File: config.mk
export PLATFORM = sky130hd
export DESIGN_NAME = fake_rd_gen
export DESIGN_NICKNAME = d
export VERILOG_FILES = /design/src/rtl/fake_rd_pkg.sv /design/src/rtl/rd_synchronizer.sv /design/src/rtl/fake_rd_gen.sv
export SDC_FILE = /design/constraint.sdc
export NUM_CORES = 1
export LEC_CHECK = 0
export BUFFER_PORTS_ARGS = -buffer_cell sky130_fd_sc_hd__buf_2
export CAP_MARGIN = 10
export CORE_UTILIZATION = 30
export DETAILED_ROUTE_END_ITERATION = 16
export PLACE_DENSITY = 0.47
export SLEW_MARGIN = 20
export SYNTH_ARGS = -nofsm -noshare
export SYNTH_HDL_FRONTEND = slang
export SYNTH_SLANG_ARGS = --single-unit
File: constraint.sdc
create_clock -name LOCAL_CLK -period 7.3 [get_ports LOCAL_CLK]
set_input_delay 0.365 -clock LOCAL_CLK [delete_from_list [all_inputs] [get_ports LOCAL_CLK]]
set_output_delay 0.365 -clock LOCAL_CLK [all_outputs]
set_load 0.03 [all_outputs]
File: src/rtl/fake_rd_pkg.sv
// Shared types and constants for the fake RD serial data source.
package fake_rd_pkg;

  typedef enum logic [1:0] {
    IDLE,
    DATA,
    PARITY,
    FIN
  } state_t;

  localparam logic [1:0] PAT_LEGACY = 2'd0;
  localparam logic [1:0] PAT_OFFSET = 2'd1;
  localparam logic [1:0] PAT_LFSR   = 2'd2;
  localparam logic [1:0] PAT_ALT    = 2'd3;

  // Fibonacci taps 16,14,13,11
  localparam logic [15:0] LFSR_TAPS = 16'hB400;

  function automatic logic [15:0] lfsr_step(
    input logic [15:0] s
  );
    return {s[14:0], ^(s & LFSR_TAPS)};
  endfunction

endpackage

File: src/rtl/rd_synchronizer.sv
// Two-flop synchroniser for one asynchronous control input.
module rd_synchronizer (
  input  logic clk,
  input  logic rst,
  input  logic d,
  output logic q
);

  logic meta;

  always_ff @(posedge clk or posedge rst) begin
    if (rst) begin
      meta <= 1'b0;
      q    <= 1'b0;
    end else begin
      meta <= d;
      q    <= meta;
    end
  end

endmodule

File: src/rtl/fake_rd_gen.sv
// Fake RD front end: streams triggered frames of parity-protected
// words on NCHAN serial lines with selectable test patterns.
module fake_rd_gen
  import fake_rd_pkg::*;
#(
  parameter int NCHAN      = 2,
  parameter int WORD_WIDTH = 12,
  parameter int MEM_SIZE   = 2048
) (
  input  logic             LOCAL_CLK,
  input  logic             RESET,
  input  logic             ENABLE,
  input  logic             TRIGGER,
  input  logic [1:0]       MODE,
  input  logic             ERR_INJECT,
  output logic             ENABLE_XFR,
  output logic [NCHAN-1:0] SERIAL_OUT,
  output logic             DONE,
  output logic [15:0]      XFR_COUNT
);

  localparam int BW = $clog2(WORD_WIDTH + 1);
  localparam int CW = $clog2(MEM_SIZE + 1);
  localparam logic [WORD_WIDTH-1:0] ALT =
    (WORD_WIDTH % 2 == 0) ? WORD_WIDTH'(16'hAAAA)
                          : WORD_WIDTH'(16'h5555);

  state_t                state_q;
  logic                  en_s;
  logic                  trig_s;
  logic                  trig_d;
  logic [BW-1:0]         bit_q;
  logic [CW-1:0]         word_q;
  logic [1:0]            mode_q;
  logic                  inj_q;
  logic                  start;
  logic                  last;
  logic                  next_word;
  logic                  shift;
  logic [1:0]            mode_sel;
  logic [WORD_WIDTH-1:0] n_nxt;
  logic [NCHAN-1:0]      msb_nxt;
  logic [NCHAN-1:0]      data_bit;
  logic [NCHAN-1:0]      par_bit;

  rd_synchronizer u_sync_en (
    .clk (LOCAL_CLK),
    .rst (RESET),
    .d   (ENABLE),
    .q   (en_s)
  );

  rd_synchronizer u_sync_trig (
    .clk (LOCAL_CLK),
    .rst (RESET),
    .d   (TRIGGER),
    .q   (trig_s)
  );

  always_ff @(posedge LOCAL_CLK or posedge RESET) begin
    if (RESET) trig_d <= 1'b0;
    else       trig_d <= trig_s;
  end

  assign start = (state_q == IDLE) && en_s
              && trig_s && !trig_d;
  assign last = (word_q == CW'(MEM_SIZE - 1));
  assign next_word = (state_q == PARITY) && en_s && !last;
  assign shift = (state_q == DATA) && en_s
              && (bit_q != '0);
  assign mode_sel = start ? MODE : mode_q;
  assign n_nxt = start ? '0
               : WORD_WIDTH'(word_q) + WORD_WIDTH'(1);

  for (genvar c = 0; c < NCHAN; c++) begin : g_chan
    logic [15:0]           lfsr_q;
    logic [15:0]           lfsr_in;
    logic [WORD_WIDTH-1:0] pat;
    logic [WORD_WIDTH-2:0] rest_q;
    logic                  par_q;

    assign lfsr_in = start ? 16'(c + 1) : lfsr_step(lfsr_q);

    always_comb begin
      pat = n_nxt;
      unique case (mode_sel)
        PAT_LEGACY: pat = (c % 2 == 0) ? n_nxt : '0 - n_nxt;
        PAT_OFFSET: pat = n_nxt + WORD_WIDTH'(c);
        PAT_LFSR:   pat = lfsr_in[WORD_WIDTH-1:0];
        PAT_ALT:    pat = n_nxt[0] ? ~ALT : ALT;
      endcase
    end

    // MSB goes out on load; rest_q holds the bits still to send
    always_ff @(posedge LOCAL_CLK or posedge RESET) begin
      if (RESET) begin
        lfsr_q <= '0;
        rest_q <= '0;
        par_q  <= 1'b0;
      end else if (start || next_word) begin
        lfsr_q <= lfsr_in;
        rest_q <= pat[WORD_WIDTH-2:0];
        par_q  <= ~^pat;
      end else if (shift) begin
        rest_q <= {rest_q[WORD_WIDTH-3:0], 1'b0};
      end
    end

    assign msb_nxt[c]  = pat[WORD_WIDTH-1];
    assign data_bit[c] = rest_q[WORD_WIDTH-2];
    assign par_bit[c]  = par_q ^ ((c == 0) && inj_q
                       && (word_q == CW'(1)));
  end

  always_ff @(posedge LOCAL_CLK or posedge RESET) begin
    if (RESET) begin
      state_q    <= IDLE;
      bit_q      <= '0;
      word_q     <= '0;
      mode_q     <= PAT_LEGACY;
      inj_q      <= 1'b0;
      ENABLE_XFR <= 1'b0;
      SERIAL_OUT <= '0;
      DONE       <= 1'b0;
      XFR_COUNT  <= '0;
    end else begin
      DONE <= 1'b0;
      if (state_q != IDLE && !en_s) begin
        state_q    <= IDLE;
        ENABLE_XFR <= 1'b0;
        SERIAL_OUT <= '0;
      end else begin
        unique case (state_q)
          IDLE: begin
            if (start) begin
              state_q    <= DATA;
              bit_q      <= BW'(WORD_WIDTH - 1);
              word_q     <= '0;
              mode_q     <= MODE;
              inj_q      <= ERR_INJECT;
              ENABLE_XFR <= 1'b1;
              SERIAL_OUT <= msb_nxt;
            end
          end
          DATA: begin
            if (bit_q == '0) begin
              state_q    <= PARITY;
              SERIAL_OUT <= par_bit;
            end else begin
              bit_q      <= bit_q - 1'b1;
              SERIAL_OUT <= data_bit;
            end
          end
          PARITY: begin
            if (last) begin
              state_q    <= FIN;
              ENABLE_XFR <= 1'b0;
              SERIAL_OUT <= '0;
              DONE       <= 1'b1;
              XFR_COUNT  <= XFR_COUNT + 16'd1;
            end else begin
              state_q    <= DATA;
              word_q     <= word_q + 1'b1;
              bit_q      <= BW'(WORD_WIDTH - 1);
              SERIAL_OUT <= msb_nxt;
            end
          end
          FIN:     state_q <= IDLE;
          default: state_q <= IDLE;
        endcase
      end
    end
  end

endmodule

# Yosys cells after proc, flatten, opt, wreduce, memory -nomap -nowiden
# Index checks and enable logic that the tools add are counted.
# W data, S select, Z words.
[totals]
wordCells = 112
input_bits = 7
ff_bits = 102
out_inout_bits = 20
[op_classes]
bitwise_logic = 2
n_reduce_logical = 36
n_eq_ne = 14
add_sub_neg = 5
muxes = 35
[ops]
columns = ["operator", "count"]
rows = [
  ["$mux W12", 4],
  ["$pmux W12 S4", 1],
  ["$mux W11", 4],
  ["$pmux W12 S3", 1],
  ["$mux W16", 2],
  ["$reduce_xor A16 Y1", 2],
  ["$add A12 B1 Y12 const B", 2],
  ["$pmux W12 S2", 1],
  ["$reduce_xnor A12 Y1", 2],
  ["$mux W2", 9],
  ["$add A16 B1 Y16 const B", 1],
  ["$eq A12 B1 Y1 const B", 1],
  ["$eq A12 B11 Y1 const B", 1],
  ["$mux W4", 3],
  ["$pmux W4 S3", 1],
  ["$sub A1 B12 Y12 const A", 1],
  ["$logic_and A1 B1 Y1", 9],
  ["$reduce_and A3 Y1", 3],
  ["$eq A2 B2 Y1 const B", 4],
  ["$pmux W2 S4", 1],
  ["$reduce_bool A4 Y1", 2],
  ["$mux W1", 6],
  ["$ne A2 B2 Y1 const B", 3],
  ["$ne A3 B2 Y1 const B", 2],
  ["17 further kinds", 26],
]

# Longest topological paths before layout
# Gate-level depths: netlist of run 1.
[depth]
ltp_word = 11
ltp_mapped = 21
ltp_nobuf = 17

# Modules after synthesis
# From an unflattened synthesis of run 1, not the netlist that was laid out.
[hier_totals]
cells_unflattened = 794
hier_area_um2 = 6471.2
[by_module_without_submodules]
columns = ["module", "cells_per_inst", "area_each_um2", "n_inst"]
rows = [
  ["fake_rd_gen", 788, 6363.6, 1],
  ["rd_synchronizer", 3, 53.8, 2],
]

# Worst setup path before layout of run 1
# Ideal clock, no wire load.
[synth_path]
path_type = "reg2reg"
from = "reg state_q[0]"
to = "reg g_chan[1].par_q"
t_arrival_ns = 3.806
stages_incl_launch_ff = 22
slack_ns = 3.416
t_required_ns = 7.223
path_buffers = 4
setup_time_ns = 0.077
path_cell_list = "dfrtp_1 inv_1 ha_1 buf_6 nand4b_1 buf_2 clkbuf_1 clkbuf_1 nand2b_1 inv_1 ha_1 a21boi_0 o21ai_0 nand2_1 a21oi_1 xnor2_1 a31o_2 xnor2_1 xnor3_1 xnor2_2 xnor3_1 a21oi_1"
[synth_between]
elab_chain_cells = 8
elab_cells_between_ends = 20
[synth_rtl]
columns = ["element", "line", "rtl"]
rows = [
  ["from (decl)", "fake_rd_gen.sv:28", "state_t state_q;"],
  ["from (signal assigned)", "fake_rd_gen.sv:117", "state_q <= IDLE;"],
  ["from (signal assigned)", "fake_rd_gen.sv:129", "state_q <= IDLE;"],
  ["from (signal assigned)", "fake_rd_gen.sv:136", "state_q <= DATA;"],
  ["$logic_not A2 Y1", "fake_rd_gen.sv:65", "assign start = (state_q == IDLE) && en_s"],
  ["$logic_and A1 B1 Y1", "fake_rd_gen.sv:65", ""],
  ["$logic_and A1 B1 Y1 (2 in a row)", "fake_rd_gen.sv:66", "&& trig_s && !trig_d;"],
  ["$mux W12 / $mux W2 (equally long branches)", "--", ""],
  ["$add A12 B1 Y12, or another cell as far along", "fake_rd_gen.sv:88", "PAT_OFFSET: pat = n_nxt + WORD_WIDTH'(c);"],
  ["$pmux W12 S4", "fake_rd_gen.sv:86", "unique case (mode_sel)"],
  ["$reduce_xnor A12 Y1", "fake_rd_gen.sv:103", "par_q <= ~^pat;"],
  ["to (signal assigned)", "fake_rd_gen.sv:103", ""],
  ["to (decl)", "fake_rd_gen.sv:80", "logic par_q;"],
]
# Parallel ways exist; a longest one is shown, timed or not.
# A chain may end at the register's enable or synchronous reset.

# Worst setup path in the final report of run 1
# Same ends and word-level chain as after synthesis.

==> results.md, run 1 <==
- Die width: 147 um
- Port Buffers: 26
- Routability cong.: 0.868
- Clock power frac: 21.1%
- Power Total: 2.54 mW
- Setup tns final: 0 ns
- Synth Cell Area: 0.00630 mm2
- Combinational share of power: 47.8%
- Placement Cell Area: 0.00661 mm2
- CP max-delay cell: and4b_2
- Initial Util: 30.8%
- Die Ht: 147 um
- Average size of a mapped cell: 8.34 um2
- Sw frac: 39.4%
- Syn Nets: 773
- Met2 WL post-DR: 7640 um
- DRT iter0 DRCs: 453
- Top post-synthesis cells by area: dfrtp_1, nand2_1, a21oi_1
- Cell Chain, Critical Path: inv_1 > ha_1 > and4b_2 > nor3_1 > nor2_1 > nor2_1 > o2bb2ai_1 > a31o_2 > xnor2_1 > xnor3_1 > xnor2_2 > xnor3_1 > a21oi_1
- First-pass GRT wire length: 28000 um
- CP max FO: 43
- DR top layer: met4
- Peak supply drop: 178 uV
- CP arrival: 4.45 ns
- Reg power frac: 31.1%
- Hold Vio Cnt, Final: 0
- Reg clk slew, reported paths: 0.07 ns
- Total number of vias: 5307
- Top-count cell post-synth: nand2_1
- Startpoint Class: flip-flop
- DRC violations left: 0
- Critical path type: flip-flop to flip-flop
- Maxcap violations: 0
- Max-slew violations: 0
- Measured slew at the worst slew-check pin: 0.982 ns
- Synth warnings: 0
- FF+latch count, synth: 102
- Sequential fraction of the synthesis area: 40.5%
- WL/cell: 16.6 um
- Pre-CTS setup slack: 3.26 ns
- Sequential cell area: 0.00255 mm2
- Vias per cell: 5.15
- Cell family with most CP delay: simple AND/OR/NAND/NOR gates
- Async SR Flop Fraction: 100%
- Critical Path Max Stage Delay: 0.93 ns
- CTS sink cnt: 102
- Switching Power: 1.00 mW
- Hold Crit Class: primary input to asynchronous set/reset pin
- Share of cells above drive strength 1: 10.0%
- Gates resized, CTS repair: 0
- Tcrit/Tclk final: 57.1%
- R2r startpoint: state_q[0]
- CORE AREA: 0.0204 mm2
- RSZ-0062 raised after global routing: false
- Clock root buffer: clkbuf_16
- Final setup vio count: 0
- Status: finished clean
- Grt ovf: 0
- Row count: 52
- Yosys cell types: 70
- CTS tree: yes
- Setup WS post-layout: 3.13 ns
- Area occupied by multi-input gates: 0.00346 mm2
- ANT cells: 0
- Routed length on met1: 8350 um
- Total CTS buffers: 9
- WL met3: 722 um
- Routed Wire Length: 17100 um
- Area Overhead vs Synth: 10.2%
- Post-synth top flop: dfrtp_1
- Data required, critical path: 7.58 ns
- Filler cell count: 2180
- DR pass1 iterations: 5
- Post-CTS Repair Setup Buffers: 0
- Final Cell Area: 0.00694 mm2
- Number of synthesized flops with an enable pin: 0
- H-tree lvl count: 3
- Number of hold buffers added after CTS: 0
- Synth Instances: 755
- Setup Skew: 0.00980 ns
- Max Root-Sink Buffers: 2
- I/O pin cnt: 27
- Detail Placement HPWL: 12100 um
- WP buf/inv: 1
- Clk_lat worst skew: 0.36 ns
- Initial antenna violation count: 0
- Period minus WS final: 4.17 ns
- Synth area leader: dfrtp_1
- DRT antenna net count: 0
- Int Power: 1.54 mW
- Post-synth top area share: 40.5%
- Slew Limit Headroom: 34.6%
- Hold slack: 0.0562 ns
- Max Freq: 240 MHz
- Cell Pwr Density: 366 mW/mm2
- Pin count of the biggest net entering global routing: 59
- Fin nets: 773
- Worst Setup End Kind: flip-flop
- Commonest cells in the synthesized netlist: nand2_1, dfrtp_1, a21oi_1
- Die area: 0.0216 mm2
- Crit path from: state_q[0]
- Leak: 3.07 nW
- Number of global-route vias before repair: 4998
- Overall Global Routing Usage: 16.5%
per-layer routing:
metal / global-route usage [%] / vias up
met5: 0 / -
met4: 5.31 / 0
met3: 2.55 / 29
met2: 25.1 / 130
met1: 23.9 / 2538
li1: - / 2610
layout make-up:
cell class / instances / share of cell area (%)
Inverter: 18 / 1.01
Sequential cell: 102 / 36.8
Clock buffer: 10 / 3.44
Timing Repair Buffer: 34 / 2.74
Clock inverter: 6 / 1.32
Multi-Input combinational cell: 590 / 49.9
Tap cell: 270 / 4.87
worst register-to-register path: stages (launching register included):
cell and delay [ns]:
dfrtp_1 0.44, inv_1 0.13, ha_1 0.31, and4b_2 0.93
nor3_1 0.16, nor2_1 0.45, nor2_1 0.11, o2bb2ai_1 0.17
a31o_2 0.24, xnor2_1 0.20, xnor3_1 0.31, xnor2_2 0.16
xnor3_1 0.34, a21oi_1 0.14
placed cells by master (no fill, tap or decap), drive strengths merged, types with 2 or more instances in the layout:
cell type / count
a211o: 3
a211oi: 4
a21oi: 73
a22oi: 2
a311oi: 2
a31oi: 16
a32oi: 3
and2: 3
and3: 14
buf: 34
bufinv: 2
clkbuf: 10
dfrtp: 102
ha: 11
inv: 21
mux2: 6
mux2i: 8
nand2: 165
nand2b: 7
nand3: 19
nand4: 8
nand4b: 5
nor2: 58
nor2b: 3
nor3: 15
nor4: 2
nor4b: 3
o211ai: 6
o21ai: 48
o21bai: 3
o22a: 2
o22ai: 10
o31ai: 4
o41ai: 2
or2: 4
or3: 4
xnor2: 38
xnor3: 3
xor2: 21
power groups by stage:
stage | sequential [mW] | clock (mW) | combinational [mW]
finish | 0.791 | 0.535 | 1.21
global route | 0.811 | 0.572 | 1.35
CTS | 0.790 | 0.553 | 1.22
detailed placement | 0.800 | 0 | 1.21
global placement | 0.801 | 0 | 1.22
floorplan | 0.772 | 0 | 0.987
sequential cells by signal (all words and copies together) (netlist names):
name,flops
u_sync_trig.q,1
g_chan.lfsr_q,32
ENABLE_XFR,1
mode_q,2
g_chan.rest_q,22
XFR_COUNT,16
u_sync_en.q,1
DONE,1
bit_q,4
u_sync_trig.meta,1
trig_d,1
u_sync_en.meta,1
g_chan.par_q,2
SERIAL_OUT,2
state_q,2
word_q,12
inj_q,1
logic make-up after synthesis:
kind of cell    count (synthesis)  share of synthesized area, %
xor+xnor                       62                          9.40
mux                            14                          2.60
buf+inv                        63                          4.61
fa+ha+maj                      11                          2.19
simple gates                  315                          22.6
compound gates                188                          18.1
flops                         102                          40.5
worst paths after layout:
| kind | endpoint | slack (ns) | cells after the start |
|---|---|---|---|
| worst max-delay path | g_chan[1].par_q | 3.13 | 13 |
| max in group asynchronous | word_q[8] | 6.09 | 3 |
| worst min register to register | u_sync_trig.q | 0.36 | 0 |
| worst min-delay path | g_chan[0].rest_q[6] | 0.06 | 2 |
| min in group LOCAL_CLK | u_sync_trig.meta | 0.11 | 1 |
| worst max register to register | g_chan[1].par_q | 3.13 | 13 |
stage by stage:
stage          std cells  util [%]
6_report            1030      34.0
5_1_grt             1030      34.0
3_3_place_gp        1014      32.4
2_1_floorplan        755         -
3_5_place_dp        1014      32.4
4_1_cts             1030      34.0
Note: power is estimated with default switching activity, not from simulation.
==> run 2: changes to the inputs <==
Clock period 7.3 ns to 4.35 ns, I/O delays scaled along.
==> run 2 against run 1 <==
Effect of this change: combinational power up 67%; clock power up 58%; highest routed layer unchanged; wire length decreased by 1.9%; critical endpoint is now g_chan[0].par_q; hold slack improved by 0.0088 ns; power is 65% higher; flip-flop and latch count unchanged.
==> results.md, run 2 (synthesis results as in run 1) <==
- Final setup vio count: 0 (unchanged)
- Die Ht: 147 um (unchanged)
- Peak supply drop: 309 uV (was 178 uV)
- DRT iter0 DRCs: 451 (was 453)
- Clock root buffer: clkbuf_16 (unchanged)
- Area Overhead vs Synth: 10.5% (was 10.2%)
- CORE AREA: 0.0204 mm2 (unchanged)
- Max Freq: 268 MHz (was 240 MHz)
- Startpoint Class: flip-flop (unchanged)
- Critical path type: flip-flop to flip-flop (unchanged)
- DRC violations left: 0 (unchanged)
- DRT antenna net count: 0 (unchanged)
- Setup WS post-layout: 0.617 ns (was 3.13 ns)
- Worst Setup End Kind: flip-flop (unchanged)
- CTS tree: yes (unchanged)
- Grt ovf: 0 (unchanged)
- Hold slack: 0.0650 ns (was 0.0562 ns)
- Vias per cell: 5.16 (was 5.15)
- Status: finished clean (unchanged)
- WL/cell: 16.2 um (was 16.6 um)
- Gates resized, CTS repair: 0 (unchanged)
- Hold Vio Cnt, Final: 0 (unchanged)
- CP max-delay cell: and4b_2 (unchanged)
- Cell Chain, Critical Path: inv_1 > ha_1 > and4b_2 > mux2_4 > o21ai_0 > o41ai_2 > xor2_1 > xnor2_1 > xnor2_1 > xnor2_1 > xnor2_1 > xnor2_1 > a21oi_1 (was inv_1 > ha_1 > and4b_2 > nor3_1 > nor2_1 > nor2_1 > o2bb2ai_1 > a31o_2 > xnor2_1 > xnor3_1 > xnor2_2 > xnor3_1 > a21oi_1)
- RSZ-0062 raised after global routing: false (unchanged)
- CP max FO: 25 (was 43)
- Inst Count DP: 1017 (was 1014)
- Maxcap violations: 0 (unchanged)
- Period minus WS final: 3.73 ns (was 4.17 ns)
- Total CTS buffers: 9 (unchanged)
- H-tree lvl count: 3 (unchanged)
- Routability cong.: 0.902 (was 0.868)
- CP arrival: 3.96 ns (was 4.45 ns)
- Port Buffers: 26 (unchanged)
- ANT cells: 0 (unchanged)
- Fin nets: 778 (was 773)
- I/O pin cnt: 27 (unchanged)
- Post-Layout Cell Count: 1035 (was 1030)
- Regs by FF count: g_chan.lfsr_q x32, g_chan.rest_q x22, XFR_COUNT x16 (unchanged)
- Detail Placement HPWL: 12000 um (was 12100 um)
- Post-CTS Repair Setup Buffers: 0 (unchanged)
- Leak: 3.08 nW (was 3.07 nW)
- Max FFs per register: 32 (unchanged)
- Slew Limit Headroom: 38.4% (was 34.6%)
- Data required, critical path: 4.58 ns (was 7.58 ns)
- Cell Pwr Density: 603 mW/mm2 (was 366 mW/mm2)
- Commonest cells after routing, fill and taps aside: nand2_1, dfrtp_1, a21oi_1 (unchanged)
- Overall Global Routing Usage: 16.1% (was 16.5%)
- CTS sink cnt: 102 (unchanged)
- Die width: 147 um (unchanged)
- Number of hold buffers added after CTS: 2 (was 0)
- Max-slew violations: 0 (unchanged)
- Reg clk slew, reported paths: 0.07 ns (about the same)
- Total number of vias: 5345 (was 5307)
- CP dominant cell by count: xnor2_1
- Critical Path Max Stage Delay: 0.68 ns (was 0.93 ns)
- Commonest non-fill, non-tap cell in the layout: nand2_1 (unchanged)
- Max Root-Sink Buffers: 2 (unchanged)
- Pre-CTS setup slack: 0.619 ns (was 3.26 ns)
- DR pass1 iterations: 5 (unchanged)
- Hold Crit Class: primary input to asynchronous set/reset pin (unchanged)
- Measured slew at the worst slew-check pin: 0.924 ns (was 0.982 ns)
- Setup Skew: 0.00788 ns (was 0.00980 ns)
- Initial antenna violation count: 0 (unchanged)
- Top reg by flops: g_chan.lfsr_q (unchanged)
- Row count: 52 (unchanged)
- Routed Wire Length: 16800 um (was 17100 um)
- Pin count of the biggest net entering global routing: 75 (was 59)
- First-pass GRT wire length: 27200 um (was 28000 um)
- Share of cells above drive strength 1: 10.3% (was 10.0%)
- Number of global-route vias before repair: 4815 (was 4998)
- Tcrit/Tclk final: 85.8% (was 57.1%)
- Clk_lat worst skew: 0.36 ns (about the same)
- Die area: 0.0216 mm2 (unchanged)
- Filler cell count: 2182 (was 2180)
- Initial Util: 30.8% (unchanged)
- Setup tns final: 0 ns (unchanged)
## run 2: changes by cell type in the layout (fill, tap and decap cells not counted)
cell,before,now
clkbuf_8,1,0
inv_6,3,2
clkinvlp_4,0,1
bufinv_16,2,1
inv_8,0,1
buf_4,8,11
clkinv_4,0,1
dlygate4sd3_1,0,2
## run 2: path summary, 6_finish.rpt
| path | from | endpoint | slack (ns) | cells past startpoint |
|---|---|---|---|---|
| max | state_q[0] | g_chan[0].par_q | 0.62 | 13 |
| max in group asynchronous | RESET | word_q[6] | 3.34 | 3 |
| max reg2reg | state_q[0] | g_chan[0].par_q | 0.62 | 13 |
| min | RESET | g_chan[0].rest_q[5] | 0.06 | 2 |
| min reg2reg | u_sync_en.meta | u_sync_en.q | 0.35 | 0 |
| min in group LOCAL_CLK | ERR_INJECT | inj_q | 0.11 | 3 |
## run 2: cell type report
type	count	area (um2)	area share, %
clock inverters	7	80.1	1.15
multi-input cells	590	3460	49.7
clock buffers	9	225	3.24
flip-flops and latches	102	2550	36.7
repair buffers	39	233	3.34
inverters	18	70.1	1.01
well taps	270	338	4.85
## run 2: through the flow
stage	area [um2]	power, mW	utilization (%)
detailed placement	6630	3.38	32.5
finish	6960	4.20	34.1
global placement	6630	3.39	32.5
CTS	6960	4.24	34.1
floorplan	6300	2.95	-
global route	6960	4.49	34.1
## run 2: routing by layer
layer,vias to the layer above,part of all wire (%),global-route usage (%)
met2,122,44,24.1
met5,-,0,0
met1,2569,50,23.6
met4,0,1.9,5.31
li1,2634,-,-
met3,20,4.3,2.61
## run 2: worst max-delay path: cells and delay by family (launching register included)
kind | cells | cell delay (ns)
buf+inv | 1 | 0.12
xor+xnor | 6 | 0.98
mux | 1 | 0.42
simple gates | 1 | 0.68
flops | 1 | 0.44
compound gates | 3 | 0.63
fa+ha+maj | 1 | 0.31
## run 2: power by group
part	total, mW	switching (mW)	internal [mW]	leakage (nW)
registers	1.34	0.185	1.15	1.33
logic	2.02	1.10	0.911	1.60
clock network	0.843	0.388	0.455	0.148
==> run 3: changes to the inputs <==
Settings changed: REMOVE_ABC_BUFFERS set to 1.
==> run 3 against run 2 <==
Effect of this change: the run now ends with negative hold slack left; combinational power grew 3%; die area is the same; wire length grew 2.5%; non-clock buffer count grew 6; sequential share of layout area shrank 0.16 points; critical path type unchanged.
==> results.md, run 3 (synthesis results as in run 1) <==
- Top reg by flops: g_chan.lfsr_q (unchanged)
- Fin nets: 784 (was 778)
- DRC violations left: 0 (unchanged)
- Cell Pwr Density: 602 mW/mm2 (was 603 mW/mm2)
- First-pass GRT wire length: 27600 um (was 27200 um)
- Maxcap violations: 0 (unchanged)
- H-tree lvl count: 3 (unchanged)
- Measured slew at the worst slew-check pin: 0.866 ns (was 0.924 ns)
- Max Root-Sink Buffers: 2 (unchanged)
- DRT iter0 DRCs: 337 (was 451)
- Routed Wire Length: 17200 um (was 16800 um)
- CP arrival: 4.18 ns (was 3.96 ns)
- Clk_lat worst skew: 0.36 ns (about the same)
- Die width: 147 um (unchanged)
- Total number of vias: 5369 (was 5345)
- Max-slew violations: 0 (unchanged)
- CTS tree: yes (unchanged)
- Routability cong.: 0.858 (was 0.902)
- Area Overhead vs Synth: 11.0% (was 10.5%)
- Share of cells above drive strength 1: 11.0% (was 10.3%)
- RSZ-0062 raised after global routing: false (unchanged)
- Row count: 52 (unchanged)
- Gates resized, CTS repair: 0 (unchanged)
- Tcrit/Tclk final: 89.5% (was 85.8%)
- Failing checks: negative hold slack
- Detail Placement HPWL: 12300 um (was 12000 um)
- Leak: 3.09 nW (was 3.08 nW)
- Die Ht: 147 um (unchanged)
- Vias per cell: 5.16 (about the same)
- DR pass1 iterations: 5 (unchanged)
- Worst r2r dst: g_chan[1].par_q (was g_chan[0].par_q)
- Total CTS buffers: 9 (unchanged)
- Regs by FF count: g_chan.lfsr_q x32, g_chan.rest_q x22, XFR_COUNT x16 (unchanged)
- Setup Skew: 0.0105 ns (was 0.00788 ns)
- ANT cells: 0 (unchanged)
- Inst Count DP: 1023 (was 1017)
- Number of global-route vias before repair: 4997 (was 4815)
- Setup tns final: 0 ns (unchanged)
- Commonest non-fill, non-tap cell in the layout: nand2_1 (unchanged)
- Grt ovf: 0 (unchanged)
- CTS sink cnt: 102 (unchanged)
- Post-Layout Cell Count: 1041 (was 1035)
- I/O pin cnt: 27 (unchanged)
- Hold slack: -0.00658 ns (was 0.0650 ns)
- Initial antenna violation count: 0 (unchanged)
- Worst Setup End Kind: flip-flop (unchanged)
- Startpoint Class: flip-flop (unchanged)
- Filler cell count: 2194 (was 2182)
- Max FFs per register: 32 (unchanged)
- Setup slack, reg-to-reg: 0.46 ns (was 0.62 ns)
- WL/cell: 16.5 um (was 16.2 um)
- Commonest cells after routing, fill and taps aside: nand2_1, dfrtp_1, a21oi_1 (unchanged)
- Hold Crit Class: primary input to asynchronous set/reset pin (unchanged)
- Critical path type: flip-flop to flip-flop (unchanged)
- Final setup vio count: 0 (unchanged)
- Crit path from: state_q[0] (unchanged)
- Max Freq: 257 MHz (was 268 MHz)
- Data required, critical path: 4.64 ns (was 4.58 ns)
- CP max FO: 9 (was 25)
- CORE AREA: 0.0204 mm2 (unchanged)
- R2R cell count: 18 (was 13)
- Port Buffers: 26 (unchanged)
- DRT antenna net count: 0 (unchanged)
- Pin count of the biggest net entering global routing: 63 (was 75)
- Number of hold buffers added after CTS: 2 (unchanged)
- Post-CTS Repair Setup Buffers: 0 (unchanged)
- R2r startpoint: state_q[0] (unchanged)
- Clock root buffer: clkbuf_16 (unchanged)
- Die area: 0.0216 mm2 (unchanged)
- Initial Util: 30.8% (unchanged)
- Slew Limit Headroom: 41.9% (was 38.4%)
- Period minus WS final: 3.89 ns (was 3.73 ns)
- Peak supply drop: 246 uV (was 309 uV)
- Reg clk slew, reported paths: 0.08 ns (was 0.07 ns)
- Hold Vio Cnt, Final: 3 (was 0)
- Overall Global Routing Usage: 16.3% (was 16.1%)
- Status: finished with violations (was finished clean)
-- run 3: area by class of cell --
cell class              instances  area [um2]  area share (%)
multi-input cells             590        3460            49.5
flip-flops and latches        102        2550            36.5
well taps                     270         338            4.83
repair buffers                 45         278            3.97
clock buffers                   9         225            3.22
inverters                      18        70.1            1.00
clock inverters                 7        66.3           0.949
-- run 3: routing by layer --
metal	wire length (um)	share of wire, %	track usage, %
met3	645	3.8	2.95
met2	7830	46	25.1
met4	265	1.5	5.26
met5	0	0	0
met1	8430	49	23.1
-- run 3: critical path, stage by stage, from the launching register on --
cell and delay [ns]:
dfrtp_1 0.44, inv_1 0.12, ha_1 0.32, nand4b_1 0.25, buf_4 0.24, nand2b_1 0.11, inv_1 0.06, ha_1 0.25
a21boi_0 0.14, o21ai_0 0.16, nand2_1 0.07, a21oi_1 0.18, xnor2_1 0.09, a31o_2 0.29, xnor2_1 0.17, xnor3_1 0.28
xnor2_2 0.16, xnor3_1 0.34, a21oi_1 0.14
-- run 3: worst max-delay path by stage --
stage	endpoint
3_3_place_gp	g_chan[1].par_q
5_1_grt	g_chan[1].par_q
3_5_place_dp	g_chan[1].par_q
4_1_cts	g_chan[1].par_q
6_report	g_chan[1].par_q
2_1_floorplan	g_chan[1].par_q
-- run 3: through the flow --
step | utilization [%] | cell area, um2 | power, mW | setup WS, ns | hold slack (ns)
2_1_floorplan | - | 6070 | 2.90 | 0.140 | 0.249
3_3_place_gp | 32.7 | 6680 | 3.42 | 0.555 | 0.334
3_5_place_dp | 32.7 | 6680 | 3.41 | 0.489 | 0.330
4_1_cts | 34.2 | 6990 | 4.25 | 0.467 | 0.0336
5_1_grt | 34.2 | 6990 | 4.48 | 0.149 | 0.0618
6_report | 34.2 | 6990 | 4.21 | 0.455 | -0.00658
-- run 3: where the power goes --
group / switching (mW) / leakage [nW] / internal [mW]
clock network: 0.409 / 0.138 / 0.404
registers: 0.159 / 1.33 / 1.15
logic: 1.16 / 1.63 / 0.929
